==> config.mk <==
export PLATFORM = sky130hd
export DESIGN_NAME = alu_32
export DESIGN_NICKNAME = d
export VERILOG_FILES = /design/src/rtl/alu_32.sv
export SDC_FILE = /design/constraint.sdc
export NUM_CORES = 1
export LEC_CHECK = 0
export CAP_MARGIN = 20
export CORE_ASPECT_RATIO = 2
export CORE_MARGIN = 2
export CORE_UTILIZATION = 55
export DETAILED_ROUTE_END_ITERATION = 16
export HOLD_SLACK_MARGIN = 0.05
export PLACE_DENSITY = 0.77
export SLEW_MARGIN = 20
export SYNTH_ARGS = -nofsm -noshare
export SYNTH_HDL_FRONTEND = slang
export SYNTH_SLANG_ARGS = --single-unit
==> constraint.sdc <==
create_clock -name clk -period 1.1 [get_ports clk]
set_input_delay 0.11 -clock clk [delete_from_list [all_inputs] [get_ports clk]]
set_output_delay 0.11 -clock clk [all_outputs]
set_load 0.02 [all_outputs]
==> src/rtl/alu_32.sv <==
// Registered 32-bit ALU: the result and the N/Z/C/V flags for one opcode are
// computed combinationally and loaded into the output registers on every rising edge.
module alu_32 (
    input  logic        clk,
    input  logic        rst,
    input  logic [31:0] a,
    input  logic [31:0] b,
    input  logic [4:0]  opCode,
    output logic [31:0] out,
    output logic [3:0]  S
);

    localparam logic [4:0] OP_ADD   = 5'd0;
    localparam logic [4:0] OP_SUB   = 5'd1;
    localparam logic [4:0] OP_AND   = 5'd2;
    localparam logic [4:0] OP_OR    = 5'd3;
    localparam logic [4:0] OP_XOR   = 5'd4;
    localparam logic [4:0] OP_NOR   = 5'd5;
    localparam logic [4:0] OP_SLL   = 5'd6;
    localparam logic [4:0] OP_SRL   = 5'd7;
    localparam logic [4:0] OP_SRA   = 5'd8;
    localparam logic [4:0] OP_SLT   = 5'd9;
    localparam logic [4:0] OP_SLTU  = 5'd10;
    localparam logic [4:0] OP_PASSA = 5'd11;
    localparam logic [4:0] OP_PASSB = 5'd12;

    logic [32:0] add_sum;
    logic [32:0] sub_sum;
    logic [4:0]  shamt;
    logic [31:0] result_next;
    logic        carry_next;
    logic        ovf_next;
    logic [3:0]  flags_next;

    // Subtraction goes through the adder form a + ~b + 1 so bit 32 is the
    // no-borrow carry that the condition logic expects.
    assign add_sum = {1'b0, a} + {1'b0, b};
    assign sub_sum = {1'b0, a} + {1'b0, ~b} + 33'd1;
    assign shamt   = b[4:0];

    always_comb begin
        result_next = '0;
        carry_next  = 1'b0;
        ovf_next    = 1'b0;
        case (opCode)
            OP_ADD: begin
                result_next = add_sum[31:0];
                carry_next  = add_sum[32];
                ovf_next    = (a[31] == b[31]) && (add_sum[31] != a[31]);
            end
            OP_SUB: begin
                result_next = sub_sum[31:0];
                carry_next  = sub_sum[32];
                ovf_next    = (a[31] != b[31]) && (sub_sum[31] != a[31]);
            end
            OP_AND:   result_next = a & b;
            OP_OR:    result_next = a | b;
            OP_XOR:   result_next = a ^ b;
            OP_NOR:   result_next = ~(a | b);
            OP_SLL:   result_next = a << shamt;
            OP_SRL:   result_next = a >> shamt;
            OP_SRA:   result_next = $unsigned($signed(a) >>> shamt);
            OP_SLT:   result_next = {31'd0, ($signed(a) < $signed(b))};
            OP_SLTU:  result_next = {31'd0, (a < b)};
            OP_PASSA: result_next = a;
            OP_PASSB: result_next = b;
            default:  result_next = '0;
        endcase
    end

    assign flags_next = {result_next[31], (result_next == 32'd0), carry_next, ovf_next};

    always_ff @(posedge clk or posedge rst) begin
        if (rst) begin
            out <= '0;
            S   <= '0;
        end else begin
            out <= result_next;
            S   <= flags_next;
        end
    end

endmodule

==> flow_summary.json, run 1 <==
{
  "yosysSeqAreaShare_pct": 7.44,
  "post-cts-setup-buffers": 159,
  "async_reset_ff_share_pct": 100,
  "ios": 107,
  "rows": 75,
  "first-error": "[ERROR DPL-0038] Utilization greater than 100%, impossible to legalize",
  "clock_path_buffers": 2,
  "htree_levels": 2,
  "lastStage": "4_1_cts",
  "ys_ff_latch": 35,
  "dieHeight_um": 211,
  "synth.area.top_cells": "ha_1, mux4_2, dfrtp_1",
  "dieWidth_um": 107,
  "place_hpwl_um": 57600,
  "ctsHoldBuffers": 0,
  "synth_nets": 1783,
  "synth_ff_type": "dfrtp_1",
  "yosysWarnings": 0,
  "clock_sinks": 35,
  "syn_avg_cell_area_sq_um": 7.35,
  "synth_top_area_share_pct": 11.4,
  "place_area_sq_um": 18100,
  "synth_cells": 1603,
  "numCtsBuffers": 5,
  "clock-root-buffer": "clkbuf_16",
  "gp_congestion": 1.34,
  "outcome": "did not finish",
  "synth_edf_count": 0,
  "yosysUniqueCellTypes": 96,
  "cts_resized": 658,
  "synth_top_cell_by_area": "ha_1",
  "io_buffers": 106,
  "synth_area_sq_um": 11800,
  "synth_most_common_cell": "nand2_1",
  "start_util_pct": 56.0,
  "synth_commonest_cells": "nand2_1, nor2_1, a21oi_1, ha_1, inv_1"
}
logic make-up after synthesis:
| family | share of synthesized area (%) |
|---|---|
| AND/OR/NAND/NOR | 21.8 |
| AO/OA/AOI/OAI | 32.1 |
| flip-flops | 7.44 |
| XOR/XNOR | 1.19 |
| multiplexers | 16.6 |
| buffers and inverters | 9.16 |
| adder cells (fa/ha/maj) | 11.7 |
metrics by stage:
step	setup WS (ps)	hold WS [ps]	instances
2_1_floorplan	-2500	264	1603
3_3_place_gp	-3650	476	2511
3_5_place_dp	-3750	498	2511
==> inputs of run 2 (changes only) <==
--- a/config.mk
+++ b/config.mk
@@ -6,12 +6,10 @@
 export NUM_CORES = 1
 export LEC_CHECK = 0
 export CAP_MARGIN = 20
-export CORE_ASPECT_RATIO = 2
 export CORE_MARGIN = 2
-export CORE_UTILIZATION = 55
+export CORE_UTILIZATION = 40
 export DETAILED_ROUTE_END_ITERATION = 16
-export HOLD_SLACK_MARGIN = 0.05
-export PLACE_DENSITY = 0.77
+export PLACE_DENSITY_LB_ADDON = 0.15
 export SLEW_MARGIN = 20
 export SYNTH_ARGS = -nofsm -noshare
 export SYNTH_HDL_FRONTEND = slang
==> run 2 against run 1 <==
Against the previous run:
- the flow now finishes, with violations (negative setup slack)
- area after synthesis did not move
- synthesized cell count stayed put
==> flow_summary.json, run 2 <==
{
  "synth_ff_type": "dfrtp_1",
  "p_leak_nw": 9.96,
  "io_buffers": 106,
  "dieWidth_um": 176,
  "cp.buffers_inverters": 7,
  "seq_power_share_pct": 10.1,
  "most-common-layout-cells": "buf_4, nand2_1, nor2_1",
  "cp_slowest_stage_delay_ps": 560,
  "yosysSeqAreaShare_pct": 7.44,
  "place_area_sq_um": 18400,
  "final_common_cell": "buf_4",
  "synth_nets": 1783,
  "tns_ps": -53140,
  "synth_top_area_share_pct": 11.4,
  "critPathSlowestCell": "or4_4",
  "dieArea_sq_um": 30800,
  "place_hpwl_um": 58700,
  "slew_headroom_pct": 51.2,
  "rows": 62,
  "critPathKind": "in2reg",
  "netSwitchingFraction_pct": 46.1,
  "outcome": "complete, but fails checks",
  "ios": 107,
  "clock.fmax_mhz": 266,
  "period_share_pct": 342,
  "synth_area_sq_um": 11800,
  "dp_cells": 2652,
  "clock_sinks": 35,
  "numCtsBuffers": 5,
  "synth_edf_count": 0,
  "synth_commonest_cells": "nand2_1, nor2_1, a21oi_1, ha_1, inv_1",
  "coreArea_sq_um": 28900,
  "num_vias": 18500,
  "violations": "negative setup slack",
  "reg.largest.list": "out: 31 flops, S: 4 flops",
  "dieHeight_um": 176,
  "crit_chain": "buf_8 -> buf_12 -> buf_4 -> buf_6 -> buf_12 -> mux4_2 -> nand2_1 -> o21ai_1 -> o211a_1 -> o31ai_2 -> buf_4 -> nand4_1 -> or3_4 -> or4_4 -> nor4_4 -> buf_4 -> nand4b_1 -> nor4_2",
  "yosysWarnings": 0,
  "power_switching_mw": 6.76,
  "async_reset_ff_share_pct": 100,
  "fin_cells": 2798,
  "grt_pass1_wl_um": 113000,
  "fin_area_sq_um": 21800,
  "cp_max_fo": 8,
  "finalWorstSetupSlack_ps": -2660,
  "critPathArrivalTime_ps": 3980,
  "synth_top_cell_by_area": "ha_1",
  "synth_most_common_cell": "nand2_1",
  "p_int_mw": 7.89,
  "rsz0062_at_grt": "true",
  "yosysUniqueCellTypes": 96,
  "gp_congestion": 1.07,
  "powerDensity_nw_per_um2": 672,
  "synth_cells": 1603,
  "hold_viol_final": 0,
  "nets": 2593,
  "grt_use_total_pct": 48.8,
  "required_ps": 1320,
  "regMostFlops": "out",
  "worstSetupEndpointType": "register",
  "synth.area.top_cells": "ha_1, mux4_2, dfrtp_1",
  "crit_path_frequent_cell": "buf_4",
  "htree_levels": 2,
  "worst_pin_slew_ps": 724,
  "total_power_mw": 14.6,
  "slew_violations": 0,
  "grt_pass1_vias": 18100,
  "largest_reg_flops": 31,
  "clkSlewWorstSetupHoldPaths_ps": 90,
  "drc": 0,
  "setup_viol": 36,
  "fin_crit_ps": 3760,
  "via_per_inst": 6.60,
  "cts_tree": "yes",
  "cp_top_family": "simple AND/OR/NAND/NOR gates",
  "drt_iter0_markers": 2582,
  "antenna_cells": 0,
  "wl_per_cell_um": 27.8,
  "start_util_pct": 40.8,
  "hold_path.class": "in2async",
  "ys_ff_latch": 35,
  "antenna_found_initial": 2,
  "clock-root-buffer": "clkbuf_16",
  "syn_to_final_growth_pct": 85.0,
  "drv_cap": 0,
  "irDropWorstVdd_uv": 546,
  "clock_path_buffers": 2,
  "wl_um": 77900,
  "start_kind": "input pin",
  "final_layout_size_suffix_gt1_share_pct": 52.8,
  "dr.pass1.iters": 7,
  "p_comb_share_pct": 76.1,
  "drtAntennaViolNets": 0,
  "syn_avg_cell_area_sq_um": 7.35,
  "pwr-share-clk_pct": 13.8,
  "grt_overflow": 0,
  "grt_start_max_net_pins": 36
}
==> run 2: cell counts after synthesis <==
Identical to the previous run, type by type.
==> run 2: layout make-up <==
cell class	instances	area (sq um)
inverters	110	438
clock inverters	3	47.5
flip-flops and latches	35	876
well taps	384	480
multi-input cells	1312	11700
fillers	2189	7070
clock buffers	5	125
repair buffers	949	8090
==> run 2: cells by family after synthesis <==
logic type | Yosys count | share of synthesized area (%)
xor gates and xnor gates | 16 | 1.19
adders and majority gates | 109 | 11.7
AOI/OAI and AO/OA | 543 | 32.1
muxes | 121 | 16.6
buffers and inverters | 256 | 9.16
and+or+nand+nor | 523 | 21.8
DFF | 35 | 7.44
==> run 2: power groups by stage <==
stage	Sequential [mW]	Combinational [mW]	Clock, mW
6_report	1.48	11.1	2.02
5_1_grt	1.49	11.5	2.01
4_1_cts	1.47	10.3	1.97
3_5_place_dp	1.50	8.95	0
3_3_place_gp	1.49	8.92	0
2_1_floorplan	1.69	4.03	0
==> run 2: path summary, 6_finish.rpt <==
kind                       startpoint      end  slack (ps)  cells after the start
max                              b[0]     S[2]       -2660                     18
min in group clk                 b[6]   out[6]         440                      6
min                               rst  out[28]         130                      3
max in group asynchronous         rst   out[7]         740                      3
==> run 2: metrics by stage <==
| step | setup slack, ps | hold slack [ps] | util (%) |
|---|---|---|---|
| CTS | -2690 | 151 | 73.3 |
| global route | -2780 | 185 | 75.5 |
| detailed placement | -3540 | 487 | 63.8 |
| global placement | -3420 | 474 | 63.8 |
| floorplan | -2500 | 264 | - |
| finish | -2660 | 134 | 75.5 |
==> run 2: what timing repair did <==
| action | CTS | global route |
|---|---|---|
| gates cloned | 2 | 2 |
| setup buffers | 123 | 34 |
| endpoints found under the setup margin | 70 | 49 |
| hold buffers | 0 | 0 |
| pin swaps | 140 | 78 |
| gates resized for setup | 568 | 142 |
==> run 2: metal layers <==
metal	vias to the layer above	GRT usage, %	share of wire (%)
met5	-	0.160	0
met4	0	40.2	11
met3	537	13.2	12
met2	1615	74.7	42
met1	8594	57.0	35
li1	7728	-	-
Power figures use the tool's default switching activity.
==> inputs of run 3 (changes only) <==
--- a/config.mk
+++ b/config.mk
@@ -10,7 +10,6 @@
 export CORE_UTILIZATION = 40
 export DETAILED_ROUTE_END_ITERATION = 16
 export PLACE_DENSITY_LB_ADDON = 0.15
-export SLEW_MARGIN = 20
 export SYNTH_ARGS = -nofsm -noshare
 export SYNTH_HDL_FRONTEND = slang
 export SYNTH_SLANG_ARGS = --single-unit
==> results of run 3 <==
No change in the layout: final DEF, timing and power equal those of run 2.
